--- src/rtl/blockram_pkg.sv ---
// Shared widths and reader FSM encoding for blockram and its clients.
package blockram_pkg;

   function automatic int unsigned addr_width(input int unsigned depth);
      return 12 + depth;
   endfunction

   function automatic int unsigned data_width(input int unsigned width);
      return 8 << width;
   endfunction

   // One extra bit so a full-memory count (2^AW) fits.
   function automatic int unsigned count_width(input int unsigned depth);
      return 13 + depth;
   endfunction

   typedef enum logic [1:0] {
      StIdle  = 2'd0,
      StRun   = 2'd1,
      StDrain = 2'd2
   } rd_state_e;

endpackage

--- src/rtl/stream_fifo2.sv ---
// Two-entry registered FIFO; the head entry is presented combinationally.
module stream_fifo2 #(
   parameter int unsigned PW = 9
) (
   input  logic          clk,
   input  logic          rst_n,
   input  logic          push,
   input  logic [PW-1:0] push_data,
   input  logic          pop,
   output logic [PW-1:0] pop_data,
   output logic          valid,
   output logic [1:0]    count
);

   logic [PW-1:0] mem_q [2];
   logic          wr_ptr_q, wr_ptr_d;
   logic          rd_ptr_q, rd_ptr_d;
   logic [1:0]    count_q, count_d;
   logic          pop_ok;

   assign valid    = (count_q != 2'd0);
   assign count    = count_q;
   assign pop_data = mem_q[rd_ptr_q];
   assign pop_ok   = pop & valid;

   always_comb begin
      wr_ptr_d = wr_ptr_q;
      rd_ptr_d = rd_ptr_q;
      count_d  = count_q;
      if (push) begin
         wr_ptr_d = ~wr_ptr_q;
      end
      if (pop_ok) begin
         rd_ptr_d = ~rd_ptr_q;
      end
      unique case ({push, pop_ok})
         2'b10:   count_d = count_q + 2'd1;
         2'b01:   count_d = count_q - 2'd1;
         default: count_d = count_q;
      endcase
   end

   always_ff @(posedge clk or negedge rst_n) begin
      if (!rst_n) begin
         mem_q[0] <= '0;
         mem_q[1] <= '0;
         wr_ptr_q <= 1'b0;
         rd_ptr_q <= 1'b0;
         count_q  <= 2'd0;
      end else begin
         if (push) begin
            mem_q[wr_ptr_q] <= push_data;
         end
         wr_ptr_q <= wr_ptr_d;
         rd_ptr_q <= rd_ptr_d;
         count_q  <= count_d;
      end
   end

endmodule

--- src/rtl/blockram_reader.sv ---
// Streams a contiguous blockram address range out as a valid/ready stream,
// hiding the one-cycle read latency behind a two-entry FIFO.
module blockram_reader
   import blockram_pkg::*;
#(
   parameter int unsigned WIDTH = 0,
   parameter int unsigned DEPTH = 1,
   localparam int unsigned AW = addr_width(DEPTH),
   localparam int unsigned DW = data_width(WIDTH),
   localparam int unsigned CW = count_width(DEPTH)
) (
   input  logic          clk,
   input  logic          rst_n,
   input  logic          start,
   input  logic [AW-1:0] base_addr,
   input  logic [CW-1:0] count,
   output logic          busy,
   output logic          done,
   output logic [AW-1:0] raddr,
   input  logic [DW-1:0] rval,
   output logic [DW-1:0] out_data,
   output logic          out_valid,
   input  logic          out_ready,
   output logic          out_last
);

   rd_state_e     state_q, state_d;
   logic [AW-1:0] addr_q, addr_d;
   logic [CW-1:0] issue_left_q, issue_left_d;
   logic          inflight_q, inflight_d;
   logic          inflight_last_q, inflight_last_d;
   logic          done_q, done_d;
   logic          pop, issue, last_issue;
   logic [1:0]    fifo_count;
   logic [2:0]    occupancy;
   logic [DW:0]   head;

   assign pop        = out_valid & out_ready;
   // Words already committed to the FIFO, counting the read still in flight.
   assign occupancy  = {1'b0, fifo_count} + {2'b00, inflight_q};
   assign issue      = (state_q == StRun) && (occupancy < (3'd2 + {2'b00, pop}));
   assign last_issue = issue && (issue_left_q == CW'(1));

   assign raddr    = addr_q;
   assign busy     = (state_q != StIdle);
   assign done     = done_q;
   assign out_last = head[DW];
   assign out_data = head[DW-1:0];

   always_comb begin
      state_d         = state_q;
      addr_d          = addr_q;
      issue_left_d    = issue_left_q;
      inflight_d      = issue;
      inflight_last_d = last_issue;
      done_d          = 1'b0;
      unique case (state_q)
         StIdle: begin
            if (start) begin
               if (count == '0) begin
                  done_d = 1'b1;
               end else begin
                  state_d      = StRun;
                  addr_d       = base_addr;
                  issue_left_d = count;
               end
            end
         end
         StRun: begin
            if (issue) begin
               addr_d       = addr_q + AW'(1);
               issue_left_d = issue_left_q - CW'(1);
            end
            if (last_issue) begin
               state_d = StDrain;
            end
         end
         StDrain: begin
            if (pop && out_last) begin
               state_d = StIdle;
               done_d  = 1'b1;
            end
         end
         default: state_d = StIdle;
      endcase
   end

   always_ff @(posedge clk or negedge rst_n) begin
      if (!rst_n) begin
         state_q         <= StIdle;
         addr_q          <= '0;
         issue_left_q    <= '0;
         inflight_q      <= 1'b0;
         inflight_last_q <= 1'b0;
         done_q          <= 1'b0;
      end else begin
         state_q         <= state_d;
         addr_q          <= addr_d;
         issue_left_q    <= issue_left_d;
         inflight_q      <= inflight_d;
         inflight_last_q <= inflight_last_d;
         done_q          <= done_d;
      end
   end

   stream_fifo2 #(
      .PW (DW + 1)
   ) u_fifo (
      .clk       (clk),
      .rst_n     (rst_n),
      .push      (inflight_q),
      .push_data ({inflight_last_q, rval}),
      .pop       (pop),
      .pop_data  (head),
      .valid     (out_valid),
      .count     (fifo_count)
   );

endmodule

--- config.mk ---
export PLATFORM = sky130hd
export DESIGN_NAME = blockram_reader
export DESIGN_NICKNAME = d
export VERILOG_FILES = /design/src/rtl/blockram_pkg.sv /design/src/rtl/stream_fifo2.sv /design/src/rtl/blockram_reader.sv
export SDC_FILE = /design/constraint.sdc
export NUM_CORES = 1
export LEC_CHECK = 0
export ABC_CLOCK_PERIOD_IN_PS = 1700
export BUFFER_PORTS_ARGS = -buffer_cell sky130_fd_sc_hd__buf_4
export CAP_MARGIN = 20
export CELL_PAD_IN_SITES_DETAIL_PLACEMENT = 1
export CELL_PAD_IN_SITES_GLOBAL_PLACEMENT = 1
export CORE_MARGIN = 2
export CORE_UTILIZATION = 37
export CTS_CLUSTER_DIAMETER = 80
export DETAILED_ROUTE_END_ITERATION = 7
export PLACE_DENSITY_LB_ADDON = 0.1
export SYNTH_ARGS = -nofsm -noshare
export SYNTH_HDL_FRONTEND = slang
export SYNTH_SLANG_ARGS = --single-unit
--- constraint.sdc ---
create_clock -name clk -period 1.7 [get_ports clk]
set_input_delay 0.34 -clock clk [delete_from_list [all_inputs] [get_ports clk]]
set_output_delay 0.34 -clock clk [all_outputs]
set_load 0.01 [all_outputs]
### Yosys cells after proc, flatten, opt, wreduce, memory -nomap -nowiden

Index checks and enable logic that the tools add are counted.
Widths: inputs -> output; s select.

| word-level totals | value |
|---|---|
| memories kept | 0 |
| latch bits | 0 |
| bits in read-only memories | 0 |
| output and inout port bits | 25 |
| register bits | 54 |
| memory bits (writable) | 0 |

| cells by class | value |
|---|---|
| reduce and logical (&&, ||, !) cells | 12 |
| equal/unequal tests | 10 |
| muxes and demuxes | 24 |
| add/subtract/negate cells | 6 |
| bitwise operators | 6 |
| multipliers | 0 |
| shift operators | 0 |
| div/mod/pow operators | 0 |
| order comparisons | 4 |

Operators with widths:

| operator | number |
|---|---|
| $mux 14 | 3 |
| $mux 13 | 3 |
| $mux 9 | 4 |
| $pmux 14 s2 | 1 |
| $pmux 13 s2 | 1 |
| $bwmux 18 | 1 |
| $eq 14x1->1 const B | 1 |
| $logic_not 14->1 | 1 |
| $sub 14x1->14 const B | 1 |
| $add 13x1->13 const B | 1 |
| $ne 2x2->1 const B | 5 |
| $demux 9 s1 | 1 |
| $mux 2 | 4 |
| $reduce_and 4->1 | 2 |
| $reduce_bool 2->1 | 4 |
| $pmux 2 s3 | 1 |
| $eq 2x1->1 const B | 2 |
| $eq 2x2->1 const B | 2 |
| $ge 2x2->1 const B | 2 |
| $logic_and 1x1->1 | 4 |
| $not 1->2 | 2 |
| $pmux 2 s2 | 1 |
| $add 2x1->3 | 1 |
| $add 2x1->3 const A | 1 |
| 9 further kinds | 13 |

### Depth between registers and ports, before layout

| depth | value |
|---|---|
| depth in word-level cells | 8 |
| gate-level depth with buffers | 7 |

### Hierarchy

Synthesis repeated with hierarchy kept, for this count alone.

| second synthesis, totals | value |
|---|---|
| cells, all modules | 277 |
| area total of the unflattened synthesis | 2932.8 um2 |

Modules (own cells, without submodules):

| module | cells each | instances | area each (um2) |
|---|---|---|---|
| blockram_reader | 215 | 1 | 1979.4 |
| stream_fifo2 | 62 | 1 | 953.4 |

### Worst setup path before layout

No wires, ideal clock.

| path | value |
|---|---|
| kind | reg-to-reg |
| start point | register addr_q[0] (netlist: raddr[0]) |
| end point | register addr_q[10] (netlist: raddr[10]) |
| buffers on the path | 0 |
| data arrival time | 1.652 ns |
| stages on the path, launching flop included | 7 |
| setup time | 0.126 ns |
| path slack | -0.078 ns |
| path through | dfrtp_1 ha_1 and4_4 nand4_4 or4b_1 o21ai_1 a21oi_1 |

| between the ends | value |
|---|---|
| longest elaborated chain between the ends | 3 |

RTL lines:

| element | RTL line | RTL |
|---|---|---|
| start: declaration | blockram_reader.sv:28 | `logic [AW-1:0] addr_q, addr_d;` |
| start signal: assignment | blockram_reader.sv:98 | `addr_q <= addr_d;` |
| $add 13x1->13 | blockram_reader.sv:71 | `addr_d = addr_q + AW'(1);` |
| $mux 13 | blockram_reader.sv:70 | `if (issue) begin` |
| $pmux 13 s2 | blockram_reader.sv:57 | `unique case (state_q)` |

No other way between the ends. The select of a mux whose other input is x is not followed.
A chain may end at the register's enable or synchronous reset.

### Worst setup path in the final report

| path | value |
|---|---|
| start point | register u_fifo.count_q[0] (netlist: u_fifo.count[0]) |
| end point | register addr_q[0] (netlist: raddr[0]) |

| between the ends | value |
|---|---|
| longest elaborated chain between the ends | 7 |
| elaborated cells on any way between the ends | 8 |

RTL lines:

| element | RTL line | RTL |
|---|---|---|
| start: declaration | stream_fifo2.sv:18 | `logic [1:0] count_q, count_d;` |
| start signal: assignment | stream_fifo2.sv:56 | `count_q <= count_d;` |
| $reduce_bool 2->1 | stream_fifo2.sv:21 | `assign valid = (count_q != 2'd0);` |
| $and 1x1->1 | blockram_reader.sv:38 | `assign pop = out_valid & out_ready;` |
| $add 2x1->3 | blockram_reader.sv:41 | `assign issue = (state_q == StRun) && (occupancy < (3'd2 + {2'b00, pop}));` |
| $lt 3x3->1 * | blockram_reader.sv:41 |  |
| $logic_and 1x1->1 * | blockram_reader.sv:41 |  |
| $ne 2x2->1 (no source line) * | -- |  |
| $reduce_and 4->1 (no source line) * | -- |  |

Every way passes the cells marked *; elsewhere a longest branch is shown, timed or not.

==> flow_summary_export.csv <==
group,metric,value,unit
run_status,result_of_the_run,"complete, but fails checks",
run_status,violations,"negative setup slack",
setup_path,critical_path.startpoint_type,"flip-flop",
final_layout,register_area,1350,µm²
drt,detail_route.iter0.violations,105,
cts,clock_input_transition_at_the_sequential_cells_of_the_worst_setup_and_hold_paths,100,ps
power_and_ir_drop,peakVddDrop,0.000987,V
global_route,grt_start_max_net_pins,63,
drt,detailedRoute.firstPassIterationCount,4,
timing,worst_pin_slew,403,ps
cts,cts_max_path_buffers,2,
yosys,number_of_flops_mapped_to_enable_cells_by_yosys,0,
flow_run,max_cap_violations,0,
final_layout,summed_area_of_non_filler_cells_in_the_final_layout,4350,µm²
yosys,synth_flop_cell,"dfrtp_1",
power_and_ir_drop,total_leakage_power,1.94,nW
setup_path,critical_path_peak_fanout,5,
yosys,netlist.area_leader.share,46.4,%
yosys,yosys.area.top_type,"dfrtp_1",
timing,fmaxAchievable,580,MHz
yosys,synthesis.yosys.warnings,0,
setup_path,endpoint_kind,"flip-flop",
yosys,synth_area_leaders,"dfrtp_1, mux2_2, a21oi_1",
final_layout,final_common_cell,"buf_4",
cts,cts_buffers,5,
global_route,overall_track_demand_over_capacity_in_global_routing,21.5,%
floorplan,top_level_ports,64,
floorplan,std_cell_rows,32,
final_layout,layout-area-overhead-vs-synth,49.4,%
timing,maxSlewHeadroom,73.1,%
timing,rsz0062_at_grt,"true",
cts,clock_tree_from_tritoncts,"done",
place,port_buffers,63,
setup_path,worst-setup-path-type,"flip-flop to flip-flop",
drt,wl_per_cell,17.8,µm
drt,wl,9.22,mm
setup_path,cp_data_arrival_time,1950,ps
global_route,grt_first_pass_wirelength,14.6,mm
global_route,grt_pass1_vias,2859,
global_route,antenna_found_initial,0,
timing,finalMaxSlewViolations,0,
timing,final.setup_skew,8.22,ps
drt,antenna_left,0,
yosys,post_synth_instance_area,2910,µm²
drt,detailroute.via_count,2783,
timing,fin_crit_sh,101,%
yosys,synthesis.area_per_instance,9.68,µm²
yosys,synth_seq_cells,54,
yosys,gate_count_post_synth,301,
timing,setup_slack,-23.4,ps
floorplan,die_y,92.7,µm
place,dp_hpwl,5.91,mm
timing,period_minus_slack,1720,ps
drt,routed_via_density,5.38,
final_layout,final_layout_size_suffix_gt1_share,50.1,%
power_and_ir_drop,cellPowerDensity,2300,nW/µm²
yosys,mappedNetlistNets,346,
cts,h_tree_depth,2,
cts,cts_sinks,54,
place,place_inst,494,
drt,drc,0,
cts,insertion_delay,310,ps
final_layout,n_fill_cell,880,
yosys,synth_cell_types,50,
final_layout,multi_input_comb_area,1700,µm²
place,post-place-ws,-220,ps
cts,cts.root.buffer_cell,"clkbuf_8",
final_layout,final_nets,459,
place,post_dp_cell_area,3810,µm²
floorplan,core_region_area,7690,µm²
setup_path,data_required_time_of_the_critical_path,1930,ps
global_route,grt_overflow_total,0,
floorplan,starting_density_of_the_core,37.9,%
yosys,asr_flop_ratio_synth,100,%
final_layout,finish.cell_count_without_fillers,517,
timing,timing.final.setup_violations,8,
timing,finalSetupTns,-62.3,ps
place,routabilityCongestion,0.797,
final_layout,layout.cells.most_common_list,"buf_4, dfrtp_1, nand2_1",
floorplan,die_width,92.7,µm
timing,report.final.hold_viol_count,0,
floorplan,fp.dieArea,8600,µm²
yosys,synth_sequential_area_ratio,46.4,%
final_layout,insertedDiodeCount,0,
min_path,hp-class,"input port to flip-flop",
## flip-flops by register name (all words and copies together) (netlist names)
| register | flops |
|---|---|
| state_q | 2 |
| inflight_last_q | 1 |
| raddr | 13 |
| u_fifo.mem_q | 18 |
| done | 1 |
| issue_left_q | 14 |
| u_fifo.count | 2 |
| u_fifo.wr_ptr_q | 1 |
| inflight_q | 1 |
| u_fifo.rd_ptr_q | 1 |
## cells in the mapped netlist, types with 4 or more instances
cell,instances
a21oi_1,42
a31o_2,4
buf_2,5
clkbuf_1,4
dfrtp_1,54
ha_1,6
inv_1,8
mux2_2,27
nand2_1,40
nand3_1,8
nand4_1,4
nor2_1,13
nor3_1,5
nor4_1,5
o21ai_0,21
o22ai_1,7
## worst max-delay path, stage by stage (launching register included)
cell and delay [ps]:
dfrtp_1 400, ha_2 190, ha_4 210, o21a_4 130, o22ai_4 230, buf_6 160, buf_12 120, o21ai_2 50
mux2i_1 140
## cells by family (layout without fill, tap and decap cells)
logic type | after synthesis | after routing | synth area share, %
muxes | 28 | 28 | 10.8
xor gates and xnor gates | 5 | 5 | 1.50
DFF | 54 | 54 | 46.4
buffers and inverters | 21 | 135 | 3.31
adders and majority gates | 6 | 6 | 2.58
and+or+nand+nor | 95 | 95 | 16.6
AOI/OAI and AO/OA | 92 | 92 | 18.8
## layer usage
metal | GRT usage [%] | vias up | routed length, µm
met4 | 3.68 | 0 | 65
met1 | 29.1 | 1411 | 4120
met5 | 0 | - | 0
li1 | - | 1325 | -
met3 | 3.34 | 6 | 233
met2 | 37.0 | 41 | 4800
## through the flow
step                hold WS, ps  power [mW]  util [%]
floorplan                  44.4        5.24         -
global placement            300        7.07      49.6
detailed placement          297        7.25      49.6
CTS                         260        9.57      54.4
global route                251        10.7      56.6
finish                      271        10.0      56.6
## final timing paths
path,startpoint,end,slack (ps),cells after the start
min in group asynchronous,rst_n,u_fifo.count[1],490,2
max reg2reg,u_fifo.count[0],raddr[0],-20,8
min reg2reg,u_fifo.mem_q[9],u_fifo.mem_q[9],510,1
max in group asynchronous,rst_n,raddr[7],720,3
min,rval[6],u_fifo.mem_q[6],270,2
max,u_fifo.count[0],raddr[0],-20,8
## area by class of cell
class                           instances  share of cell area (%)
Clock buffer                            6                    1.67
Tap cell                              102                    2.93
Sequential cell                        54                    31.1
Clock inverter                          2                   0.862
Timing Repair Buffer                  119                    23.9
Inverter                                8                   0.690
Multi-Input combinational cell        226                    38.9
## timing repair
action	in CTS	in global routing
gates resized for setup	33	42
endpoints found under the hold margin	26	0
hold buffers	1	0
gates cloned	3	1
endpoints found under the setup margin	36	38
pin swaps	3	9
setup buffers	8	5
## power breakdown
group | leakage, nW | switching (mW) | internal, mW | total [mW]
registers | 0.624 | 0.553 | 1.91 | 2.46
clock network | 0.0514 | 0.445 | 0.441 | 0.885
logic | 1.26 | 3.23 | 3.45 | 6.68
total | 1.94 | 4.23 | 5.80 | 10.0
Power figures use the tool's default switching activity.
